### src/rtl/i2s_input_framer.sv
// Deserialises LANES stereo I2S ADC lanes into 2*LANES scaled fixed-point samples
// and pulses start once per complete left/right audio frame.
`timescale 1ns/1ps
module i2s_input_framer #(
  parameter int unsigned LANES       = 4,
  parameter int unsigned IN_BITS     = 24,
  parameter int unsigned OUT_BITS    = 36,
  parameter int unsigned FRAC_SHIFT  = 6,
  parameter int unsigned SYNC_STAGES = 2
) (
  input  logic                clk,
  input  logic                reset,
  input  logic                bclk,
  input  logic                lrclk,
  input  logic [LANES-1:0]    sdata,
  input  logic                busy,
  input  logic                err_clr,
  output logic [OUT_BITS-1:0] samples [2*LANES],
  output logic                start,
  output logic                sync_err,
  output logic [15:0]         overrun_cnt
);

  localparam int unsigned CNT_W = 6;
  localparam logic [CNT_W-1:0] CNT_MAX  = '1;
  localparam logic [CNT_W-1:0] LAST_BIT = CNT_W'(IN_BITS);
  localparam logic [CNT_W-1:0] WORD_END = CNT_W'(IN_BITS + 1);

  logic [SYNC_STAGES-1:0] bclk_sr;
  logic [SYNC_STAGES-1:0] lr_sr;
  logic [LANES-1:0]       sd_sr [SYNC_STAGES];
  logic                   bclk_d;
  logic                   lr_d;

  logic                   bclk_s;
  logic                   lr_s;
  logic [LANES-1:0]       sd_s;
  logic                   bclk_rise;
  logic                   lr_edge;

  logic [CNT_W-1:0]       cnt;
  logic [IN_BITS-2:0]     shreg  [LANES];
  logic [IN_BITS-1:0]     shift_nxt [LANES];
  logic [IN_BITS-1:0]     hold_l [LANES];
  logic [IN_BITS-1:0]     hold_r [LANES];
  logic                   left_done;
  logic                   locked;
  logic                   go;

  logic                   capture;
  logic                   word_done;
  logic                   short_word;
  logic                   frame;

  // Sign-extend a captured word and move it into the DSP fixed-point position.
  function automatic logic [OUT_BITS-1:0] scale(input logic [IN_BITS-1:0] w);
    logic [OUT_BITS-1:0] x;
    x = OUT_BITS'(signed'(w));
    return x << FRAC_SHIFT;
  endfunction

  // Equal-depth synchronisers keep bclk, lrclk and data phase-aligned.
  always_ff @(posedge clk or negedge reset) begin
    if (!reset) begin
      bclk_sr <= '0;
      lr_sr   <= '0;
      for (int unsigned i = 0; i < SYNC_STAGES; i++) sd_sr[i] <= '0;
      bclk_d  <= 1'b0;
      lr_d    <= 1'b0;
    end else begin
      bclk_sr[0] <= bclk;
      lr_sr[0]   <= lrclk;
      sd_sr[0]   <= sdata;
      for (int unsigned i = 1; i < SYNC_STAGES; i++) begin
        bclk_sr[i] <= bclk_sr[i-1];
        lr_sr[i]   <= lr_sr[i-1];
        sd_sr[i]   <= sd_sr[i-1];
      end
      bclk_d <= bclk_s;
      lr_d   <= lr_s;
    end
  end

  always_comb begin
    bclk_s     = bclk_sr[SYNC_STAGES-1];
    lr_s       = lr_sr[SYNC_STAGES-1];
    sd_s       = sd_sr[SYNC_STAGES-1];
    bclk_rise  = bclk_s & ~bclk_d;
    lr_edge    = lr_s ^ lr_d;
    capture    = bclk_rise && !lr_edge && (cnt >= CNT_W'(1)) && (cnt <= LAST_BIT);
    word_done  = capture && (cnt == LAST_BIT);
    short_word = lr_edge && (cnt < WORD_END);
    frame      = word_done && lr_s && locked && left_done;
    for (int unsigned l = 0; l < LANES; l++) shift_nxt[l] = {shreg[l], sd_s[l]};
  end

  // Bit counter, shift registers and per-side holding registers.
  always_ff @(posedge clk or negedge reset) begin
    if (!reset) begin
      cnt <= '0;
      for (int unsigned l = 0; l < LANES; l++) begin
        shreg[l]  <= '0;
        hold_l[l] <= '0;
        hold_r[l] <= '0;
      end
    end else begin
      if (lr_edge) begin
        cnt <= '0;
      end else if (bclk_rise && cnt != CNT_MAX) begin
        cnt <= cnt + CNT_W'(1);
      end
      for (int unsigned l = 0; l < LANES; l++) begin
        if (lr_edge) begin
          shreg[l] <= '0;
        end else if (capture) begin
          shreg[l] <= shift_nxt[l][IN_BITS-2:0];
        end
        if (word_done && lr_s) hold_r[l] <= shift_nxt[l];
        if (word_done && !lr_s) hold_l[l] <= shift_nxt[l];
      end
    end
  end

  // Framing state: lock on a full left word, drop it on any short word.
  always_ff @(posedge clk or negedge reset) begin
    if (!reset) begin
      left_done   <= 1'b0;
      locked      <= 1'b0;
      go          <= 1'b0;
      sync_err    <= 1'b0;
      overrun_cnt <= '0;
    end else begin
      if (short_word) begin
        left_done <= 1'b0;
        locked    <= 1'b0;
      end else if (word_done && !lr_s) begin
        left_done <= 1'b1;
        locked    <= 1'b1;
      end else if (frame) begin
        left_done <= 1'b0;
      end
      go <= frame && !busy;
      if (frame && busy && overrun_cnt != 16'hFFFF) overrun_cnt <= overrun_cnt + 16'd1;
      if (short_word) begin
        sync_err <= 1'b1;
      end else if (err_clr) begin
        sync_err <= 1'b0;
      end
    end
  end

  // Publish the accepted frame one clk after it forms.
  always_ff @(posedge clk or negedge reset) begin
    if (!reset) begin
      start <= 1'b0;
      for (int unsigned c = 0; c < 2*LANES; c++) samples[c] <= '0;
    end else begin
      start <= go;
      if (go) begin
        for (int unsigned l = 0; l < LANES; l++) begin
          samples[2*l]   <= scale(hold_l[l]);
          samples[2*l+1] <= scale(hold_r[l]);
        end
      end
    end
  end

endmodule

### config.mk
export PLATFORM = sky130hd
export DESIGN_NAME = i2s_input_framer
export DESIGN_NICKNAME = d
export VERILOG_FILES = /design/src/rtl/i2s_input_framer.sv
export SDC_FILE = /design/constraint.sdc
export NUM_CORES = 1
export LEC_CHECK = 0
export ABC_AREA = 1
export CAP_MARGIN = 20
export CELL_PAD_IN_SITES_DETAIL_PLACEMENT = 0
export CELL_PAD_IN_SITES_GLOBAL_PLACEMENT = 1
export CORE_AREA = 2 2 194 234
export DETAILED_ROUTE_END_ITERATION = 6
export DIE_AREA = 0 0 196 236
export GPL_TIMING_DRIVEN = 0
export HOLD_SLACK_MARGIN = 0.06
export PLACE_DENSITY = 0.82
export SETUP_SLACK_MARGIN = 0.4
export SLEW_MARGIN = 10
export SYNTH_ARGS = -nofsm -noshare
export SYNTH_HDL_FRONTEND = slang
export SYNTH_SLANG_ARGS = --single-unit
### constraint.sdc
create_clock -name clk -period 4.3 [get_ports clk]
set_clock_uncertainty 0.1 [all_clocks]
set_input_delay 1.29 -clock clk [delete_from_list [all_inputs] [get_ports clk]]
set_output_delay 1.29 -clock clk [all_outputs]
set_load 0.01 [all_outputs]
==> results of run 1 <==
==> power by group <==
part / leakage [nW] / internal [W] / switching, W / total [W]
clock: 0.882 / 0.00291 / 0.00184 / 0.00475
sequential: 7.19 / 0.00488 / 0.00000674 / 0.00488
combinational: 4.08 / 0.0000863 / 0.000222 / 0.000309
total: 12.1 / 0.00788 / 0.00207 / 0.00995
==> synthesized netlist by cell type, types with 2 or more instances <==
master                     instances
sky130_fd_sc_hd__o21ai_2          70
sky130_fd_sc_hd__clkbuf_1         22
sky130_fd_sc_hd__o22ai_1          49
sky130_fd_sc_hd__nand2_4           2
sky130_fd_sc_hd__inv_1           120
sky130_fd_sc_hd__nor2_1           19
sky130_fd_sc_hd__nand3_1          46
sky130_fd_sc_hd__mux2_2          192
sky130_fd_sc_hd__buf_2            44
sky130_fd_sc_hd__xnor2_1           3
sky130_fd_sc_hd__nand4_1          19
sky130_fd_sc_hd__ha_1              4
sky130_fd_sc_hd__o22ai_2          10
sky130_fd_sc_hd__nor2_4            3
sky130_fd_sc_hd__dfrtp_1         517
sky130_fd_sc_hd__nand2_1         249
sky130_fd_sc_hd__buf_4            99
sky130_fd_sc_hd__xor2_1            8
sky130_fd_sc_hd__buf_6            20
sky130_fd_sc_hd__o21ai_0          96
sky130_fd_sc_hd__nor3_1            3
sky130_fd_sc_hd__a21oi_1           5
sky130_fd_sc_hd__nand4_4           2
sky130_fd_sc_hd__nor4_1            2
sky130_fd_sc_hd__o21ai_1          66
==> routing by layer <==
| metal | GRT usage | wire length [microns] | part of all wire | vias to the layer above |
|---|---|---|---|---|
| met5 | 0 | 0 | 0 | - |
| met4 | 0.06405 | 1230 | 0.025 | 0 |
| met3 | 0.04003 | 2513 | 0.051 | 69 |
| met2 | 0.3617 | 24130 | 0.49 | 351 |
| met1 | 0.2871 | 21080 | 0.43 | 6728 |
| li1 | - | - | - | 6204 |
==> registers in the layout, summed over array words and instances (netlist names) <==
name,count
bclk_d,1
bclk_sr,2
cnt,6
go,1
hold_l,96
hold_r,96
left_done,1
locked,1
lr_d,1
lr_sr,2
overrun_cnt,16
samples,192
sd_s,4
sd_sr,4
shift_nxt,92
start,1
sync_err,1
==> critical path, stage by stage, from the launching register on <==
cell	delay, ps
sky130_fd_sc_hd__dfrtp_1	560
sky130_fd_sc_hd__buf_4	180
sky130_fd_sc_hd__clkdlybuf4s50_1	530
==> cells by family after synthesis <==
family                     Yosys count  synth area share
buffers and inverters              308           0.08531
adders and majority gates            4          0.002448
muxes                              192            0.1057
and+or+nand+nor                    351           0.07619
xor gates and xnor gates            11          0.004712
AOI/OAI and AO/OA                  298           0.09265
other                                1         0.0001834
DFF                                517            0.6328
==> stage by stage <==
step	utilization	instance area [sq um]	worst slack [ps]	hold WS (ps)
floorplan	-	20620	2200	231.2
global route	0.5860	25920	1021	255.3
detailed placement	0.5455	24130	710.1	235.8
finish	0.5860	25920	1091	249.1
CTS	0.5860	25920	1057	252.3
global placement	0.5423	23990	-20230	235.6
==> worst max-delay path by stage <==
stage,startpoint,to,depth (start not counted)
2_1_floorplan,busy,overrun_cnt[7]$_DFFE_PN0P_,5
3_3_place_gp,reset,overrun_cnt[5]$_DFFE_PN0P_,1
3_5_place_dp,reset,overrun_cnt[5]$_DFFE_PN0P_,5
4_1_cts,samples[173]$_DFFE_PN0P_,samples[175],2
5_1_grt,reset,overrun_cnt[5]$_DFFE_PN0P_,5
6_report,samples[173]$_DFFE_PN0P_,samples[177],2
==> placed cells by master, fill, tap and decap left out, drive strengths merged <==
cell	synthesis	final
nand3	47	47
nor2	22	22
and2	1	1
o22ai	59	59
nand3b	1	1
bufinv	0	9
a21oi	5	5
o21ai	232	232
nor3b	1	1
ha	4	4
mux2	192	192
clkinv	0	8
nor3	4	4
nor4	2	2
dfrtp	517	517
xnor2	3	3
conb	1	48
clkbuf	22	95
nand4	21	21
nand2	252	252
clkdlybuf4s50	0	265
buf	165	171
o211ai	1	1
inv	121	122
xor2	8	8
a31oi	1	1
==> layout make-up <==
type	instances	area, sq um
Inverter	121	454.2
Buffer	187	1290
Sequential cell	517	12940
Tap cell	565	706.9
Fill cell	3633	18320
Timing Repair Buffer	271	2805
Multi-Input combinational cell	904	5941
Clock inverter	18	319.1
Clock buffer	73	1471
==> reports/metrics.yaml, run 1 <==
postCtsHoldBufs: 0
synth_top_area_share: 0.6328
power.density_mw_per_mm2: 383.7
globalplace.congestion: 0.8404
detailedPlacementHpwl_mm: 33.81
clk_path_buf_depth: 3
clock_insertion_delay_worst_skew_ps: 560
timing.max_slew.rel_slack: 0.3953
arrival_time_at_the_worst_endpoint_ps: 1820
cts_setup_buffers: 0
max_slew.worst_pin.slew_ps: 907.0
timing.reg2reg.setup_slack_ps: 1980
synthesis.yosys.warnings: 0
synth_cells: 1682
timing.setup.critical_path_class: "register to output pin"
grt_remaining_overflow: 0
crit_fanout: 8
min_delay_worst_endpoint: "bclk_sr[1]$_DFF_PN0_"
grt_pass1_vias: 13907
clock-root-buffer: "sky130_fd_sc_hd__clkbuf_16"
globalRouteTotalUtil: 0.2157
setup-tns-final_ps: 0
synth_enable_flop_cells: 0
antenna_found_initial: 2
final_nets: 2067
worst_setup_hold_path_clk_slew_ps: 60
fin_crit_sh: 0.7463
core-area_sq_mm: 0.04424
initial_utilization: 0.4621
fp.dieArea_sq_mm: 0.04626
h_tree_lvls: 2
grt_pass1_wl_mm: 78.87
setup.worst_path.end_class: "output pin"
grt_start_max_net_pins: 108
floorplan.io_pins: 316
io_buffers: 266
slew_viol_final: 0
cts_num_sinks: 517
worstRegToRegCells: 9
final-instance-count-excl-fill: 2656
synth.ff_latch_count: 517
detail_route.vias_per_cell: 5.027
post-synth-top-area-cell: "sky130_fd_sc_hd__dfrtp_1"
synthDistinctLibCells: 37
postSynth.asyncResetShare: 1.000
post_cts.resized_instances: 0
routed_wire_length_per_instance_microns: 18.43
cts_tree: "built"
post-route-min-period_ps: 3209
cts_buffer_count: 51
run_status: "finished clean"
drive_gt1_frac: 0.2549
worst_hold_path_type: "register to register"
die_width_microns: 196
chipHeight_microns: 236
worstPathRequired_ps: 2910
mappedNetlistArea_sq_mm: 0.02045
drt_wl_total_mm: 48.95
area_delta_synth_final_pct: 26.80
vdd_ir_drop_max_v: 0.0002773
min-delay-start: "bclk_sr[0]$_DFF_PN0_"
postSynthAreaPerCell_sq_um: 12.16
vias: 13352
rsz0062_at_grt: "no"
reg2reg_to: "hold_r[37]$_DFFE_PN0P_"
setup-violations-final: 0
timing_hold_violations_final: 0
antenna_violating_nets_post_route: 0
leakage_nw: 12.15
drt_pre_antenna_iters: 4
antennaDiodeCount: 0
yosys-top-cells-area: "sky130_fd_sc_hd__dfrtp_1, sky130_fd_sc_hd__mux2_2, sky130_fd_sc_hd__nand2_1"
dr.first_iter.drc_count: 652
max_cap_viol_count: 0
power.total_w: 0.009946
synth_flop_cell: "sky130_fd_sc_hd__dfrtp_1"
max_clock_freq_mhz: 311.6
fp_rows: 85
hold-path-cell-count: 0
numPlacedInstances: 2565
reg2reg_from: "cnt[0]$_DFFE_PN0P_"
worstSetupStartpointType: "register"
synth_seq_area_share: 0.6328
drcViolationCount: 0
Note: power is estimated with default switching activity, not from simulation.
==> run 2, diff against run 1 <==
--- a/config.mk
+++ b/config.mk
@@ -9,12 +9,12 @@
 export CAP_MARGIN = 20
 export CELL_PAD_IN_SITES_DETAIL_PLACEMENT = 0
 export CELL_PAD_IN_SITES_GLOBAL_PLACEMENT = 1
-export CORE_AREA = 2 2 194 234
+export CORE_AREA = 2 2 203 244
 export DETAILED_ROUTE_END_ITERATION = 6
-export DIE_AREA = 0 0 196 236
+export DIE_AREA = 0 0 205 246
 export GPL_TIMING_DRIVEN = 0
 export HOLD_SLACK_MARGIN = 0.06
-export PLACE_DENSITY = 0.82
+export PLACE_DENSITY = 0.76
 export SETUP_SLACK_MARGIN = 0.4
 export SLEW_MARGIN = 10
 export SYNTH_ARGS = -nofsm -noshare
==> constraint.sdc (replaced) <==
create_clock -name clk -period 3.2 [get_ports clk]
set_clock_uncertainty 0.1 [all_clocks]
set_input_delay 0.96 -clock clk [delete_from_list [all_inputs] [get_ports clk]]
set_output_delay 0.96 -clock clk [all_outputs]
set_load 0.01 [all_outputs]
==> reports/metrics.yaml, run 2 (same netlist as run 1, synthesis figures left out) <==
globalplace.congestion: 0.8223  # -2.2%
io_buffers: 266  # unchanged
core-area_sq_mm: 0.04801  # +8.5%
worst_setup_hold_path_clk_slew_ps: 60  # about the same
max_clock_freq_mhz: 364.8
setup.worst_path.end_class: "output pin"
timing.max_slew.rel_slack: 0.3245  # -0.07086
slew_viol_final: 0  # unchanged
worst_hold_path_type: "register to register"
dr.first_iter.drc_count: 624  # -4.3%
timing.setup.critical_path_class: "register to output pin"
drt_pre_antenna_iters: 5  # +1
clock_insertion_delay_worst_skew_ps: 580  # +20 ps
max_slew.worst_pin.slew_ps: 1013  # +106.3 ps
antenna_violating_nets_post_route: 0  # unchanged
grt_pass1_wl_mm: 78.91  # about the same
cts_tree: "built"
reg2reg_to: "samples[280]$_DFFE_PN0P_"
mostFrequentLayoutCells: "sky130_fd_sc_hd__dfrtp_1, sky130_fd_sc_hd__nand2_1, sky130_fd_sc_hd__clkdlybuf4s50_1"
worstSetupStartpointType: "register"
timing.critical_path.cells: "buf_4, clkdlybuf4s50_1"
final-instance-count-excl-fill: 2730  # +2.8%
numPlacedInstances: 2629  # +2.5%
worstRegToRegCells: 3  # -6
fp.dieArea_sq_mm: 0.05043  # +9.0%
power.density_mw_per_mm2: 491.1  # +28%
final_nets: 2079  # +0.58%
min-delay-start: "sd_sr[4]$_DFF_PN0_"
crit_fanout: 6  # -2
area_delta_synth_final_pct: 26.70  # about the same
setup-violations-final: 0  # unchanged
hold-path-cell-count: 0  # unchanged
largest_register_by_flop_count: "samples"
reg2reg_from: "go$_DFF_PN0_"
fin_ws_ps: 458.4  # -632.4 ps
worstPathRequired_ps: 2140  # -770 ps
rsz0062_at_grt: "no"
timing.reg2reg.setup_slack_ps: 810  # -1170 ps
setup-tns-final_ps: 0  # unchanged
post-route-min-period_ps: 2742
cts_num_sinks: 517  # unchanged
arrival_time_at_the_worst_endpoint_ps: 1680  # -140 ps
clk_path_buf_depth: 3  # unchanged
globalRouteTotalUtil: 0.2010  # -0.01471
h_tree_lvls: 2  # unchanged
vias: 13431  # +0.59%
largest_registers_in_the_final_layout: "samples: 192 flops, hold_l: 96 flops, hold_r: 96 flops"
final_core_utilization: 0.5396  # -0.04636
detailedPlacementHpwl_mm: 34.30  # +1.5%
largest_reg_flops: 192  # unchanged
die_width_microns: 205  # +4.6%
slowest_delay_ps: 520  # -40 ps
detail_route.vias_per_cell: 4.920  # -2.1%
run_status: "finished clean"
worst_path_max_delay_cell: "sky130_fd_sc_hd__clkdlybuf4s50_1"
antenna_found_initial: 0  # -2
fp_rows: 88  # +3.5%
fin_hold_ws_ps: 247.4  # -1.643 ps
min_delay_worst_endpoint: "sd_s[0]$_DFF_PN0_"
mostFrequentLayoutCell: "sky130_fd_sc_hd__dfrtp_1"
grt_start_max_net_pins: 118  # +9.3%
grt_pass1_vias: 13750  # -1.1%
initial_utilization: 0.4259  # -0.03623
leakage_nw: 12.53  # +3.2%
grt_remaining_overflow: 0  # unchanged
floorplan.io_pins: 316  # unchanged
timing_hold_violations_final: 0  # unchanged
max_cap_viol_count: 0  # unchanged
drcViolationCount: 0  # unchanged
clock-root-buffer: "sky130_fd_sc_hd__clkbuf_16"
vdd_ir_drop_max_v: 0.0003436  # +24%
drt_wl_total_mm: 50.28  # +2.7%
chipHeight_microns: 246  # +4.2%
antennaDiodeCount: 0  # unchanged
routed_wire_length_per_instance_microns: 18.42  # about the same
cts_buffer_count: 51  # unchanged
fin_crit_sh: 0.8567
detailedPlace.worstSlack_ps: 470.7  # -239.4 ps
drive_gt1_frac: 0.2633  # +0.008431
run 2: cell count changes in the layout (fill, tap and decap cells not counted), sizes merged:
cell           delta
clkdlybuf4s50    -39
dlygate4sd2      +21
dlymetal6s2s     +18
buf              +12
bufinv            -8
clkinvlp          +3
clkinv            +2
run 2: power by group:
| part | switching, W | leakage [nW] | internal, W |
|---|---|---|---|
| logic | 0.000297 | 4.57 | 0.000113 |
| clock network | 0.00248 | 0.785 | 0.00327 |
| registers | 0.00000872 | 7.18 | 0.00655 |
run 2: worst max-delay path by stage:
stage	slack (ps)	start	depth (start not counted)	to
2_1_floorplan	1370	cnt[0]$_DFFE_PN0P_	10	overrun_cnt[7]$_DFFE_PN0P_
3_3_place_gp	-21270	reset	1	bclk_sr[0]$_DFF_PN0_
3_5_place_dp	470	reset	3	bclk_sr[0]$_DFF_PN0_
4_1_cts	400	samples[101]$_DFFE_PN0P_	2	samples[102]
5_1_grt	400	samples[281]$_DFFE_PN0P_	2	samples[285]
6_report	460	samples[101]$_DFFE_PN0P_	2	samples[102]
run 2: through the flow:
step                      cell area (sq um)  power, W
after floorplan                       20620  0.006874
after CTS                             25810   0.01289
after global placement                24070  0.007095
after global routing                  25900   0.01318
after detailed placement              24190  0.007101
final                                 25900   0.01272
run 2: timing repair:
action | in CTS | in global routing
setup endpoints to repair | 55 | 26
gates resized for setup | 29 | 18
hold buffers | 0 | 0
pin swaps | 0 | 0
setup buffers | 7 | 6
gates cloned | 0 | 0
run 2: layout make-up:
type,instances,area [sq um]
Sequential cell,517,12950
Buffer,187,1290
Clock buffer,73,1479
Clock inverter,15,111.4
Multi-Input combinational cell,904,5941
Tap cell,630,788.3
Timing Repair Buffer,283,2894
Fill cell,4227,22100
Inverter,121,454.2
run 2: critical path, delay by kind of cell, from the launching register on:
kind	cells	cell delay, ps
buffers and inverters	2	650
flip-flops	1	450
run 2: layer usage:
metal	wire, microns	global-route usage	up-vias
met3	2777	0.04444	79
met1	21570	0.2626	6795
met2	24440	0.3320	323
li1	-	-	6234
met5	0	0	-
met4	1489	0.06750	0
==> run 3, diff against run 2 <==
==> constraint.sdc (replaced) <==
create_clock -name clk -period 2.8 [get_ports clk]
set_clock_uncertainty 0.1 [all_clocks]
set_input_delay 0.84 -clock clk [delete_from_list [all_inputs] [get_ports clk]]
set_output_delay 0.84 -clock clk [all_outputs]
set_load 0.01 [all_outputs]
==> reports/metrics.yaml, run 3 (same netlist as run 1, synthesis figures left out) <==
mostFrequentLayoutCell: "sky130_fd_sc_hd__dfrtp_1"
max_clock_freq_mhz: 394.3
cts_num_sinks: 517  # unchanged
clock-root-buffer: "sky130_fd_sc_hd__clkbuf_16"
fin_ws_ps: 263.6  # -194.8 ps
mostFrequentLayoutCells: "sky130_fd_sc_hd__dfrtp_1, sky130_fd_sc_hd__nand2_1, sky130_fd_sc_hd__dlygate4sd2_1"
area_delta_synth_final_pct: 27.60
detailedPlace.worstSlack_ps: 190.7  # -280.0 ps
clock_insertion_delay_worst_skew_ps: 590  # about the same
clk_path_buf_depth: 3  # unchanged
numPlacedInstances: 2629  # unchanged
drive_gt1_frac: 0.2975  # +0.03418
globalRouteTotalUtil: 0.2037  # +0.002725
run_status: "finished clean"
drt_pre_antenna_iters: 5  # unchanged
grt_remaining_overflow: 0  # unchanged
grt_pass1_vias: 13932  # +1.3%
fp.dieArea_sq_mm: 0.05043  # unchanged
dpl_cell_area_sq_mm: 0.02419  # unchanged
vias: 13550  # +0.89%
num-fill-cells: 4263  # +0.85%
slew_viol_final: 0  # unchanged
timing.max_slew.rel_slack: 0.3943  # +0.06984
max_slew.worst_pin.slew_ps: 908.6  # -104.8 ps
fin_crit_sh: 0.9059
grt_start_max_net_pins: 118  # unchanged
detailedPlacementHpwl_mm: 34.30  # unchanged
netSwitchingPower_w: 0.003182  # +14%
switching_share: 0.2188  # about the same
antenna_found_initial: 0  # unchanged
worstSetupStartpointType: "register"
drt_wl_total_mm: 50.85  # +1.1%
die_width_microns: 205  # unchanged
reg2reg_from: "cnt[0]$_DFFE_PN0P_"
rsz0062_at_grt: "yes"
cell_internal_pwr_w: 0.01136  # +14%
worst_hold_path_type: "input pin to async pin"
initial_utilization: 0.4259  # unchanged
crit_fanout: 6  # unchanged
worst_setup_hold_path_clk_slew_ps: 60  # about the same
cts_tree: "built"
timing.setup.critical_path_class: "register to output pin"
worstPathRequired_ps: 1860  # -280 ps
antennaDiodeCount: 0  # unchanged
largest_reg_flops: 192  # unchanged
setup-violations-final: 0  # unchanged
pwr-share-comb: 0.032  # about the same
dr.first_iter.drc_count: 644  # +3.2%
arrival_time_at_the_worst_endpoint_ps: 1600  # -80 ps
power.density_mw_per_mm2: 557.4  # +14%
final-instance-count-excl-fill: 2761  # +1.1%
setup-tns-final_ps: 0  # unchanged
largest_registers_in_the_final_layout: "samples: 192 flops, hold_l: 96 flops, hold_r: 96 flops"
chipHeight_microns: 246  # unchanged
drcViolationCount: 0  # unchanged
h_tree_lvls: 2  # unchanged
grt_pass1_wl_mm: 79.94  # +1.3%
detail_route.vias_per_cell: 4.908  # -0.25%
pwr-share-clk: 0.452  # about the same
timing_hold_violations_final: 0  # unchanged
globalplace.congestion: 0.8223  # unchanged
worstSetupStartpoint: "samples[65]$_DFFE_PN0P_"
finalInstanceArea_sq_mm: 0.02609  # +0.71%
setup.worst_path.end_class: "output pin"
routed_wire_length_per_instance_microns: 18.42  # about the same
fp_rows: 88  # unchanged
power_frac_seq: 0.516  # about the same
cts_buffer_count: 51  # unchanged
leakage_nw: 13.44  # +7.2%
post-route-min-period_ps: 2536
vdd_ir_drop_max_v: 0.0003930  # +14%
max_cap_viol_count: 0  # unchanged
core-area_sq_mm: 0.04801  # unchanged
antenna_violating_nets_post_route: 0  # unchanged
final_nets: 2110  # +1.5%
largest_register_by_flop_count: "samples"
floorplan.io_pins: 316  # unchanged
power.total_w: 0.01454  # +14%
io_buffers: 266  # unchanged
[run 3: changes by cell type in the layout (fill, tap and decap cells not counted), sizes merged]
cell	change
dlygate4sd2	+188
clkdlybuf4s15	+4
clkbuf	+8
dlymetal6s2s	-18
buf	+68
clkdlybuf4s50	-219
[run 3: routing by layer]
metal	global-route usage	vias to the layer above	wire length, microns
li1	-	6305	-
met1	0.2663	6819	21770
met2	0.3370	347	24840
met3	0.04392	79	2829
met4	0.06856	0	1409
met5	0	-	0
[run 3: area by class of cell]
| type | count | area [sq um] | area share |
|---|---|---|---|
| sequential | 517 | 12950 | 0.4964 |
| multi-input combinational | 904 | 5941 | 0.2277 |
| timing repair buffer | 314 | 2955 | 0.1133 |
| clock buffer | 73 | 1479 | 0.05669 |
| buffer | 187 | 1409 | 0.05400 |
| tap | 630 | 788.3 | 0.03021 |
| inverter | 121 | 454.2 | 0.01741 |
| clock inverter | 15 | 111.4 | 0.004268 |
[run 3: worst paths after layout]
check / to / slack [ps] / cells after the start
worst min register to register: sd_s[0]$_DFF_PN0_ / 250 / 0
min in group clk: sd_s[0]$_DFF_PN0_ / 250 / 0
worst max register to register: shift_nxt[44]$_DFFE_PN0P_ / 600 / 9
worst min-delay path: samples[156]$_DFFE_PN0P_ / 180 / 1
max in group asynchronous: overrun_cnt[11]$_DFFE_PN0P_ / 830 / 3
worst max-delay path: samples[69] / 260 / 5
[run 3: per-stage QoR]
step | hold WS, ps | utilization
after floorplan | 231.2 | -
after global routing | 228.3 | 0.5434
after global placement | 236.4 | 0.5015
after detailed placement | 234.7 | 0.5039
final | 175.6 | 0.5434
after CTS | 191.3 | 0.5388
[run 3: power groups by stage]
stage | logic (W) | registers, W | clock network [W]
6_report | 0.000465 | 0.00750 | 0.00658
5_1_grt | 0.000522 | 0.00750 | 0.00704
4_1_cts | 0.000478 | 0.00750 | 0.00675
3_5_place_dp | 0.000478 | 0.00764 | 0
3_3_place_gp | 0.000453 | 0.00766 | 0
2_1_floorplan | 0.000218 | 0.00764 | 0
[run 3: worst max-delay path, stage by stage, from the launching register on]
cell                      delay [ps]
sky130_fd_sc_hd__dfrtp_2         460
sky130_fd_sc_hd__buf_6           130
sky130_fd_sc_hd__buf_6           100
sky130_fd_sc_hd__buf_6           110
sky130_fd_sc_hd__buf_6           100
sky130_fd_sc_hd__buf_6           110
[run 3: timing repair]
| action | CTS | global route |
|---|---|---|
| hold buffers | 0 | 0 |
| gates resized for setup | 411 | 85 |
| endpoints found under the setup margin | 275 | 49 |
| setup buffers | 39 | 5 |
